==> src/rtl/com_tracker_if.sv <==
// Pixel-stream and centroid-result bundle for com_tracker.
// master = pixel source / result consumer, slave = the tracker.
interface com_tracker_if #(
   parameter int H_WIDTH = 11,
   parameter int V_WIDTH = 10
);
   localparam int COUNT_W = H_WIDTH + V_WIDTH;

   logic               pixel_valid_in;
   logic [H_WIDTH-1:0] hcount_in;
   logic [V_WIDTH-1:0] vcount_in;
   logic               mask_in;
   logic               frame_end_in;

   logic               new_com;
   logic               light_on;
   logic [H_WIDTH-1:0] x_com;
   logic [V_WIDTH-1:0] y_com;
   logic [COUNT_W-1:0] pixel_count;
   logic               busy;
   logic               overrun;

   modport master (
      output pixel_valid_in, hcount_in, vcount_in, mask_in, frame_end_in,
      input  new_com, light_on, x_com, y_com, pixel_count, busy, overrun
   );

   modport slave (
      input  pixel_valid_in, hcount_in, vcount_in, mask_in, frame_end_in,
      output new_com, light_on, x_com, y_com, pixel_count, busy, overrun
   );
endinterface

==> src/rtl/com_tracker.sv <==
// Per-frame centroid of masked pixels via two parallel restoring dividers.
// Optional macro COM_SMOOTH_EN: publish an exponentially smoothed centroid.
module com_tracker #(
   parameter int H_WIDTH      = 11,
   parameter int V_WIDTH      = 10,
   parameter int MIN_PIXELS   = 16,
   parameter int H_RESET      = 200,
   parameter int V_RESET      = 240,
   parameter int SMOOTH_SHIFT = 2
) (
   input  logic          clk_in,
   input  logic          rst_in,
   com_tracker_if.slave  bus
);
   localparam int COUNT_W = H_WIDTH + V_WIDTH;
   localparam int Q_W     = (H_WIDTH > V_WIDTH) ? H_WIDTH : V_WIDTH;
   localparam int SX_W    = H_WIDTH + COUNT_W;
   localparam int SY_W    = V_WIDTH + COUNT_W;
   localparam int STEP_W  = $clog2(Q_W + 1);

   typedef enum logic [1:0] {S_IDLE, S_DIVIDE, S_PUBLISH} state_t;

   state_t              state, state_nxt;
   logic                start, publish, overrun_evt;
   logic                pix_hit;
   logic [SX_W-1:0]     sum_x, sum_x_nxt;
   logic [SY_W-1:0]     sum_y, sum_y_nxt;
   logic [COUNT_W-1:0]  cnt, cnt_nxt;

   logic [STEP_W-1:0]   step;
   logic [COUNT_W-1:0]  div_cnt, rem_x, rem_y;
   logic [Q_W-1:0]      q_x, q_y;
   logic [COUNT_W:0]    trial_x, trial_y;
   logic                ge_x, ge_y;

   logic                new_com, light_on, busy, overrun, light_now;
   logic [H_WIDTH-1:0]  x_com, x_upd;
   logic [V_WIDTH-1:0]  y_com, y_upd;
   logic [COUNT_W-1:0]  pixel_count;

   // A pixel arriving with frame_end_in is folded into the snapshot of the ending frame.
   assign pix_hit   = bus.pixel_valid_in && bus.mask_in;
   assign sum_x_nxt = sum_x + (pix_hit ? SX_W'(bus.hcount_in) : '0);
   assign sum_y_nxt = sum_y + (pix_hit ? SY_W'(bus.vcount_in) : '0);
   assign cnt_nxt   = cnt + (pix_hit ? COUNT_W'(1) : '0);

   // NOTE: sequential state uses non-blocking assignments so every register
   // samples pre-edge values regardless of block ordering.
   always_ff @(posedge clk_in) begin
      if (!rst_in || bus.frame_end_in) begin
         sum_x <= '0;
         sum_y <= '0;
         cnt   <= '0;
      end else begin
         sum_x <= sum_x_nxt;
         sum_y <= sum_y_nxt;
         cnt   <= cnt_nxt;
      end
   end

   always_ff @(posedge clk_in) begin
      if (!rst_in) state <= S_IDLE;
      else         state <= state_nxt;
   end

   // NOTE: every always_comb output gets a default first so no path infers a latch.
   always_comb begin
      state_nxt   = state;
      start       = 1'b0;
      publish     = 1'b0;
      overrun_evt = 1'b0;
      case (state)
         S_IDLE: begin
            if (bus.frame_end_in) begin
               start     = 1'b1;
               state_nxt = S_DIVIDE;
            end
         end
         S_DIVIDE: begin
            overrun_evt = bus.frame_end_in;
            if (step == STEP_W'(Q_W - 1)) state_nxt = S_PUBLISH;
         end
         S_PUBLISH: begin
            overrun_evt = bus.frame_end_in;
            publish     = 1'b1;
            state_nxt   = S_IDLE;
         end
         default: state_nxt = S_IDLE;
      endcase
   end

   // Remainder starts with the dividend bits above the quotient window; since
   // sum < cnt * 2^Q_W the quotient always fits in Q_W bits.
   assign trial_x = {rem_x, q_x[Q_W-1]};
   assign trial_y = {rem_y, q_y[Q_W-1]};
   assign ge_x    = trial_x >= {1'b0, div_cnt};
   assign ge_y    = trial_y >= {1'b0, div_cnt};

   // NOTE: divider registers are always loaded on start before being read,
   // so they carry no reset.
   always_ff @(posedge clk_in) begin
      if (start) begin
         div_cnt <= cnt_nxt;
         rem_x   <= COUNT_W'(sum_x_nxt[SX_W-1:Q_W]);
         rem_y   <= COUNT_W'(sum_y_nxt[SY_W-1:Q_W]);
         q_x     <= sum_x_nxt[Q_W-1:0];
         q_y     <= sum_y_nxt[Q_W-1:0];
         step    <= '0;
      end else if (state == S_DIVIDE) begin
         rem_x <= ge_x ? COUNT_W'(trial_x - {1'b0, div_cnt}) : trial_x[COUNT_W-1:0];
         rem_y <= ge_y ? COUNT_W'(trial_y - {1'b0, div_cnt}) : trial_y[COUNT_W-1:0];
         q_x   <= {q_x[Q_W-2:0], ge_x};
         q_y   <= {q_y[Q_W-2:0], ge_y};
         step  <= step + STEP_W'(1);
      end
   end

   assign light_now = div_cnt >= COUNT_W'(MIN_PIXELS);

`ifdef COM_SMOOTH_EN
   logic signed [H_WIDTH:0] dx;
   logic signed [V_WIDTH:0] dy;

   always_comb begin
      dx    = $signed({1'b0, q_x[H_WIDTH-1:0]}) - $signed({1'b0, x_com});
      dy    = $signed({1'b0, q_y[V_WIDTH-1:0]}) - $signed({1'b0, y_com});
      x_upd = x_com + H_WIDTH'(dx >>> SMOOTH_SHIFT);
      y_upd = y_com + V_WIDTH'(dy >>> SMOOTH_SHIFT);
   end
`else
   logic unused_smooth;
   assign unused_smooth = ^SMOOTH_SHIFT;

   always_comb begin
      x_upd = q_x[H_WIDTH-1:0];
      y_upd = q_y[V_WIDTH-1:0];
   end
`endif

   // A zero count yields a meaningless quotient, so it never reaches x_com/y_com.
   always_ff @(posedge clk_in) begin
      if (!rst_in) begin
         new_com     <= 1'b0;
         light_on    <= 1'b0;
         busy        <= 1'b0;
         overrun     <= 1'b0;
         x_com       <= H_WIDTH'(H_RESET);
         y_com       <= V_WIDTH'(V_RESET);
         pixel_count <= '0;
      end else begin
         new_com <= publish;
         overrun <= overrun_evt;
         busy    <= (state_nxt != S_IDLE);
         if (publish) begin
            pixel_count <= div_cnt;
            light_on    <= light_now;
            if (light_now && (div_cnt != '0)) begin
               x_com <= x_upd;
               y_com <= y_upd;
            end
         end
      end
   end

   assign bus.new_com     = new_com;
   assign bus.light_on    = light_on;
   assign bus.x_com       = x_com;
   assign bus.y_com       = y_com;
   assign bus.pixel_count = pixel_count;
   assign bus.busy        = busy;
   assign bus.overrun     = overrun;
endmodule

==> src/flat_wrapper.sv <==
// flat-port wrapper written by rule: the top's interface ports become plain ports
module com_tracker_flat 
#(
   parameter int H_WIDTH      = 11,
   parameter int V_WIDTH      = 10,
   parameter int MIN_PIXELS   = 16,
   parameter int H_RESET      = 200,
   parameter int V_RESET      = 240,
   parameter int SMOOTH_SHIFT = 2
)
  (clk_in, rst_in, bus_pixel_valid_in, bus_hcount_in, bus_vcount_in, bus_mask_in, bus_frame_end_in, bus_new_com, bus_light_on, bus_x_com, bus_y_com, bus_pixel_count, bus_busy, bus_overrun);
  com_tracker_if #(.H_WIDTH(H_WIDTH), .V_WIDTH(V_WIDTH)) bus_i ();
  input  logic clk_in;
  input  logic rst_in;
  input wire logic [$bits(bus_i.pixel_valid_in)-1:0] bus_pixel_valid_in;
  input wire logic [$bits(bus_i.hcount_in)-1:0] bus_hcount_in;
  input wire logic [$bits(bus_i.vcount_in)-1:0] bus_vcount_in;
  input wire logic [$bits(bus_i.mask_in)-1:0] bus_mask_in;
  input wire logic [$bits(bus_i.frame_end_in)-1:0] bus_frame_end_in;
  output wire logic [$bits(bus_i.new_com)-1:0] bus_new_com;
  output wire logic [$bits(bus_i.light_on)-1:0] bus_light_on;
  output wire logic [$bits(bus_i.x_com)-1:0] bus_x_com;
  output wire logic [$bits(bus_i.y_com)-1:0] bus_y_com;
  output wire logic [$bits(bus_i.pixel_count)-1:0] bus_pixel_count;
  output wire logic [$bits(bus_i.busy)-1:0] bus_busy;
  output wire logic [$bits(bus_i.overrun)-1:0] bus_overrun;
  assign bus_i.pixel_valid_in = bus_pixel_valid_in;
  assign bus_i.hcount_in = bus_hcount_in;
  assign bus_i.vcount_in = bus_vcount_in;
  assign bus_i.mask_in = bus_mask_in;
  assign bus_i.frame_end_in = bus_frame_end_in;
  assign bus_new_com = bus_i.new_com;
  assign bus_light_on = bus_i.light_on;
  assign bus_x_com = bus_i.x_com;
  assign bus_y_com = bus_i.y_com;
  assign bus_pixel_count = bus_i.pixel_count;
  assign bus_busy = bus_i.busy;
  assign bus_overrun = bus_i.overrun;
  com_tracker #(.H_WIDTH(H_WIDTH), .V_WIDTH(V_WIDTH), .MIN_PIXELS(MIN_PIXELS), .H_RESET(H_RESET), .V_RESET(V_RESET), .SMOOTH_SHIFT(SMOOTH_SHIFT)) u_core (.clk_in(clk_in), .rst_in(rst_in), .bus(bus_i));
endmodule
==> config.mk <==
export PLATFORM = sky130hd
export DESIGN_NAME = com_tracker_flat
export DESIGN_NICKNAME = d
export VERILOG_FILES = /design/src/rtl/com_tracker_if.sv /design/src/rtl/com_tracker.sv /design/src/flat_wrapper.sv
export SDC_FILE = /design/constraint.sdc
export NUM_CORES = 1
export LEC_CHECK = 0
export CAP_MARGIN = 20
export CELL_PAD_IN_SITES_DETAIL_PLACEMENT = 2
export CELL_PAD_IN_SITES_GLOBAL_PLACEMENT = 2
export CORE_MARGIN = 2
export CORE_UTILIZATION = 40
export CTS_BUF_LIST = sky130_fd_sc_hd__clkbuf_4
export CTS_CLUSTER_SIZE = 10
export DETAILED_ROUTE_END_ITERATION = 8
export PLACE_DENSITY = 0.79
export REMOVE_ABC_BUFFERS = 1
export SYNTH_ARGS = -nofsm -noshare
export SYNTH_HDL_FRONTEND = slang
export SYNTH_SLANG_ARGS = --single-unit
==> constraint.sdc <==
create_clock -name clk_in -period 4.1 [get_ports clk_in]
set_input_delay 1.23 -clock clk_in [delete_from_list [all_inputs] [get_ports clk_in]]
set_output_delay 1.23 -clock clk_in [all_outputs]
set_load 0.01 [all_outputs]
==> results of run 1 <==
final timing paths:
path | from | endpoint | slack [ps]
max | bus_pixel_valid_in | u_core.rem_y[7] | 230
min reg2reg | u_core.bus.x_com[6] | u_core.bus.x_com[6] | 480
max reg2reg | u_core.div_cnt[0] | u_core.rem_y[4] | 460
min | u_core.bus.x_com[6] | u_core.bus.x_com[6] | 480
layout make-up:
cell class | count | area (µm²)
clock buffers | 104 | 781
multi-input cells | 937 | 6460
fillers | 3144 | 15100
flip-flops and latches | 221 | 5270
well taps | 390 | 488
diodes | 2 | 5.00
clock inverters | 9 | 43.8
inverters | 41 | 154
repair buffers | 149 | 1370
power breakdown:
| part | switching, µW | total, µW | internal [µW] |
|---|---|---|---|
| registers | 183 | 2820 | 2640 |
| clock network | 1050 | 2180 | 1140 |
| logic | 1670 | 2830 | 1160 |
stage by stage:
stage	hold slack, ps	cells
after floorplan	459	1199
after global routing	513	1853
final	482	1853
after detailed placement	466	1738
after global placement	463	1738
after CTS	486	1851
flip-flops by register name, indices dropped and copies added (netlist names):
| name | cells |
|---|---|
| u_core.sum_x | 32 |
| u_core.sum_y | 31 |
| u_core.bus.pixel_count | 21 |
| u_core.cnt | 21 |
| u_core.div_cnt | 21 |
| u_core.rem_x | 21 |
| u_core.rem_y | 21 |
| u_core.bus.x_com | 11 |
| u_core.q_x | 11 |
| u_core.q_y | 11 |
| u_core.bus.y_com | 10 |
| u_core.step | 4 |
| u_core.state | 2 |
| u_core.bus.busy | 1 |
| u_core.bus.light_on | 1 |
| u_core.bus.new_com | 1 |
| u_core.bus.overrun | 1 |
synth_stat cells, types with 6 or more instances:
master    instances
nor4_1           10
nand2_1          86
ha_1             70
or3_1             8
a21o_1           20
and2_1           34
o211ai_1          8
dfxtp_1         137
mux2i_1          75
xnor2_1          55
nor2_1          124
a211oi_1         10
o21a_1           14
xor2_1           49
and3_1           40
a21oi_1          60
nor3_1           19
o21ai_0          46
o21bai_1         13
clkbuf_1         30
inv_1            41
nand2b_1          9
buf_1             8
nor2b_1          48
nand4_1          21
buf_2             7
edfxtp_1         84
nand3_1          31
or4_1             6
a22oi_1           8
layer usage:
layer / vias to the layer above / share of wire
met5: - / 0
met4: 0 / 0.035
met3: 95 / 0.033
met2: 181 / 0.52
met1: 5151 / 0.42
li1: 4811 / -
critical path, delay by kind of cell:
family / cells / cell delay, ps
buffers and inverters: 2 / 630
AND/OR/NAND/NOR: 3 / 390
adder cells (fa/ha/maj): 2 / 680
XOR/XNOR: 1 / 310
AO/OA/AOI/OAI: 5 / 1100
cells by family (layout without fill, tap and decap cells):
group	after synthesis	after routing	synth area share
mux	76	76	0.0633
other cells	0	2	0
compound gates	227	227	0.123
simple gates	456	456	0.193
fa+ha+maj	74	74	0.0794
buf+inv	88	303	0.0291
flops	221	221	0.437
xor+xnor	104	104	0.0756
==> flow_summary_export.csv, run 1 <==
group,metric,value,unit
clock_network,ctsResizeCount,0,
sta,finalHoldViolations,0,
finish,syn2layout_area_growth,20.9,%
floorplan,die_h,178,µm
sta,timing.final.crit_share,0.944,
global_routing,met2_usage,0.486,
floorplan,fp.dieArea,31500,µm²
logic_synthesis,synth-main-ff-cell,"dfxtp_1",
min_path,hold_class,"reg -> reg",
route,via_count,10200,
placement,globalplace.congestion,0.803,
global_routing,grt_pass1_vias,11700,
route,route.detailed.drc,0,
critical_path,cp.arrival,4350,ps
placement,hpwl,26000,µm
sta,tightestPinTransition,920,ps
clock_network,tritoncts,"done",
logic_synthesis,netlist_area,12000,µm²
clock_network,htree_levels,2,
pwr,pwr_density_cell,538,nW/µm²
logic_synthesis,ys_seq_area_frac,0.437,
global_routing,overflow,0,
clock_network,holdBufCountCts,0,
logic_synthesis,synth_top_cell_by_area,"dfxtp_1",
pwr,ir_drop,0.000197,V
run_status,status,"finished clean",
floorplan,core-area,29600,µm²
route,dr.pass1.iters,4,
critical_path,reg2regPathDepth,12,
clock_network,clock-sinks,221,
clock_network,cts_setup_buffers,0,
floorplan,start_util,0.406,
critical_path,slowest_delay,470,ps
placement,place_ws,-331,ps
route,postRouteWirelength,41100,µm
sta,timing.final.ws_setup,231,ps
finish,fin_util,0.491,
finish,fin_nets,1510,
sta,finalSetupTns,0,ps
logic_synthesis,netlist_instances,1246,
placement,portBuffers,71,
critical_path,cp_max_fo,3,
global_routing,met1_usage,0.310,
route,via_per_inst,5.53,
pwr,fin_total_pwr,7830,µW
placement,place_area,13700,µm²
finish,final_common_cell,"dfxtp_1",
critical_path,worst-endpoint-required,4580,ps
floorplan,rows,63,
logic_synthesis,yosys_register_bits,221,
sta,rsz0062_at_grt,"false",
sta,fmaxAchievable,258,MHz
sta,fin_crit,3870,ps
clock_network,root_buffer,"clkbuf_4",
floorplan,die_w,178,µm
critical_path,critPathKind,"in -> reg",
logic_synthesis,synth_area_leaders,"dfxtp_1 23%, edfxtp_1 21%, ha_1 7.3%",
critical_path,crit_chain,"clkdlybuf4s50_1, and3_1, ha_1, fa_1, a211o_1, a21oi_1, o21bai_1, a21oi_1, buf_4, nor3b_1, xnor2_1, nor2_1, a211o_1",
global_routing,track_usage,0.266,
global_routing,grt_start_max_net_pins,77,
finish,layout-drive-gt1-share,0.139,
sta,relSlewSlack,0.382,
critical_path,start_kind,"primary input",
floorplan,ios,72,
logic_synthesis,synthDominantCellAreaShare,0.228,
route,drtIter0Drc,520,
finish,final_cell_area,14600,µm²
sta,maxSlewViolCount,0,
global_routing,grt_use_met3,0.0390,
clock_network,clkTransAtPathRegs,80,ps
global_routing,antenna_found_initial,2,
logic_synthesis,synth.distinct_cells,68,
logic_synthesis,ys_warn_count,0,
logic_synthesis,synth.avg_cell_area,9.67,µm²
clock_network,clock_path_buffers,3,
critical_path,end_kind,"flop",
pwr,leakage,0.00595,µW
global_routing,grt.busiest_layer,"met2",
global_routing,grt_pass1_wl,65500,µm
critical_path,cp_slowest_cell,"clkdlybuf4s50_1",
route,wire_per_inst,22.2,µm
min_path,hold-path-cell-count,2,
logic_synthesis,synthArstFlopShare,0,
flow_run,maxCapViolCount,0,
route,drtAntennaViolNets,0,
finish,final_cell_mix,"137 x dfxtp_1, 123 x nor2_1, 104 x clkbuf_4",
clock_network,cts_buffers,60,
logic_synthesis,synth_edf_count,84,
sta,fin_skew,81.6,ps
sta,setup_violations,0,
clock_network,worstSkewPairLatency,760,ps
(Power assumes the default switching activity.)
==> inputs of run 2 (changes only) <==
Settings changed: ABC_AREA from default to 1, CORE_UTILIZATION 40 to 36, PLACE_DENSITY 0.79 to 0.8.
==> flow_summary_export.csv, run 2 <==
group,metric,value,unit
sta,maxSlewViolCount,0,
finish,final_common_cell,"nand2_1",
global_routing,track_usage,0.274,
clock_network,holdBufCountCts,0,
sta,tightestPinTransition,803,ps
clock_network,cts_setup_buffers,0,
pwr,clkPwrFrac,0.247,
floorplan,ios,72,
logic_synthesis,synth_top_cell_by_area,"dfxtp_1",
finish,layout-drive-gt1-share,0.0814,
route,via_per_inst,5.14,
finish,reg_top3,"u_core.sum_x x32, u_core.sum_y x31",
critical_path,cp.arrival,3830,ps
finish,largest_register_ffs,32,
pwr,swShare,0.436,
logic_synthesis,synth.avg_cell_area,6.88,µm²
logic_synthesis,netlist_instances,2053,
min_path,hold-path-cell-count,2,
critical_path,start_kind,"primary input",
floorplan,die_w,202,µm
logic_synthesis,yosys-top-cells-count,"612 x nand2_1, 303 x inv_1, 222 x nor2_1",
floorplan,fp.dieArea,40800,µm²
logic_synthesis,synth-main-ff-cell,"dfxtp_1",
finish,final_cell_mix,"609 x nand2_1, 303 x inv_1, 222 x nor2_1",
logic_synthesis,synth.distinct_cells,44,
finish,fin_util,0.421,
logic_synthesis,synth_simple_gate_area_frac,0.356,
min_path,worstHoldStart,"u_core.bus.x_com[3]",
pwr,power.switching,4020,µW
finish,multiInputGateArea,7470,µm²
floorplan,die_h,202,µm
clock_network,clock_path_buffers,3,
placement,place_ws,-29.9,ps
pwr,comb_power_share,0.439,
clock_network,root_buffer,"clkbuf_4",
placement,hpwl,40900,µm
clock_network,cts_buffers,68,
clock_network,worstSkewPairLatency,780,ps
sta,fin_crit,3400,ps
logic_synthesis,ys_seq_area_frac,0.373,
pwr,leakage,0.00757,µW
logic_synthesis,yosys.area_share.xor_xnor,0.0309,
critical_path,reg2regPathDepth,14,
sta,finalHoldViolations,0,
placement,portBuffers,71,
critical_path,critPathKind,"in -> reg",
logic_synthesis,synth_area_leaders,"dfxtp_1 19%, edfxtp_1 18%, nand2_1 16%",
sta,setup_violations,0,
sta,finalSetupTns,0,ps
critical_path,rrSetupSlack,910,ps
clock_network,htree_levels,3,
finish,syn2layout_area_growth,15.4,%
placement,placed_cells,2609,
route,drtAntennaViolNets,0,
critical_path,end_kind,"flop",
clock_network,clkTransAtPathRegs,60,ps
logic_synthesis,netlist_area,14100,µm²
floorplan,start_util,0.365,
logic_synthesis,synthArstFlopShare,0,
finish,regMostFlops,"u_core.sum_x",
logic_synthesis,synth_top_family_by_area,"simple AND/OR/NAND/NOR gates",
critical_path,regToRegStartpoint,"u_core.div_cnt[0]",
pwr,ir_drop,0.000206,V
logic_synthesis,synth_mux_area_frac,0,
sta,timing.final.crit_share,0.829,
floorplan,rows,72,
global_routing,antenna_found_initial,1,
sta,rsz0062_at_grt,"false",
min_path,min_to,"u_core.bus.x_com[3]",
sta,fin_skew,82.9,ps
logic_synthesis,yosys_register_bits,221,
clock_network,clock-sinks,221,
global_routing,overflow,0,
min_path,hold_class,"reg -> reg",
clock_network,ctsResizeCount,0,
global_routing,grt_pass1_vias,15800,
finish,seqCellArea,5270,µm²
pwr,p_int,5200,µW
global_routing,grt_start_max_net_pins,102,
critical_path,regToRegEndpoint,"u_core.rem_x[5]",
logic_synthesis,synthDominantCellAreaShare,0.194,
global_routing,grt_pass1_wl,87100,µm
route,postRouteWirelength,54700,µm
route,route.detailed.drc,0,
floorplan,core-area,38600,µm²
finish,fin_cells,2732,
flow_run,maxCapViolCount,0,
run_status,status,"finished clean",
route,via_count,14000,
finish,fill_cells,4705,
sta,holdWs,462,ps
route,dr.pass1.iters,5,
critical_path,worst-endpoint-required,4540,ps
sta,timing.final.ws_setup,702,ps
logic_synthesis,synth_edf_count,84,
logic_synthesis,synth-compound-area-share,0.0729,
placement,globalplace.congestion,0.861,
sta,relSlewSlack,0.464,
sta,fmaxAchievable,294,MHz
logic_synthesis,yosysMostFrequentCell,"nand2_1",
pwr,pwr_density_cell,566,nW/µm²
pwr,seqPwrFrac,0.315,
route,wire_per_inst,20.0,µm
logic_synthesis,ys_warn_count,0,
finish,fin_nets,2261,
route,drtIter0Drc,564,
critical_path,cp_max_fo,10,
logic_synthesis,synth_adder_area_share,0.0677,
clock_network,tritoncts,"done",
-- run 2: cells by family after synthesis --
kind of cell    Yosys count
flops                   221
compound gates          199
simple gates           1153
buf+inv                 357
fa+ha+maj                74
xor+xnor                 49
-- run 2: final cells by class --
| cell class | count | area share |
|---|---|---|
| multi-input combinational | 1475 | 0.459 |
| sequential | 221 | 0.323 |
| inverter | 306 | 0.0705 |
| timing repair buffer | 89 | 0.0539 |
| clock buffer | 99 | 0.0456 |
| tap | 518 | 0.0398 |
| clock inverter | 22 | 0.00776 |
| antenna | 2 | 0.000307 |
-- run 2: worst max-delay path: stages --
cell	delay (ps)
clkdlybuf4s50_1	460
nand2_1	170
buf_4	230
nor2_1	100
ha_1	290
a21oi_1	220
nand2_1	210
nand2_1	120
nand2_1	150
nand2_1	100
nand2_1	170
xor2_1	270
o21ai_1	100
-- run 2: routing by layer --
layer,GRT usage,part of all wire,vias up
met3,0.0495,0.037,79
met1,0.331,0.44,6955
met4,0.0919,0.026,0
li1,-,-,6802
met5,0,0,-
met2,0.489,0.49,207
-- run 2: worst max path at each step --
stage | startpoint | end
2_1_floorplan | bus_frame_end_in | u_core.q_x[0]
3_3_place_gp | bus_pixel_valid_in | u_core.rem_y[2]
3_5_place_dp | bus_pixel_valid_in | u_core.rem_y[2]
4_1_cts | bus_pixel_valid_in | u_core.rem_x[4]
5_1_grt | bus_pixel_valid_in | u_core.rem_x[2]
6_report | bus_pixel_valid_in | u_core.rem_x[4]
-- run 2: per-stage QoR --
step / total power [µW] / cell area, µm²
final: 9220 / 16300
after global routing: 9960 / 16300
after CTS: 9310 / 16300
after detailed placement: 6950 / 15400
after global placement: 6750 / 15400
after floorplan: 5590 / 13900
-- run 2: power groups by stage --
stage / clock network, µW / logic (µW) / registers, µW
final: 2270 / 4040 / 2900
after global routing: 2470 / 4570 / 2920
after CTS: 2350 / 4060 / 2900
after detailed placement: 0 / 4010 / 2940
after global placement: 0 / 3820 / 2930
after floorplan: 0 / 2770 / 2820
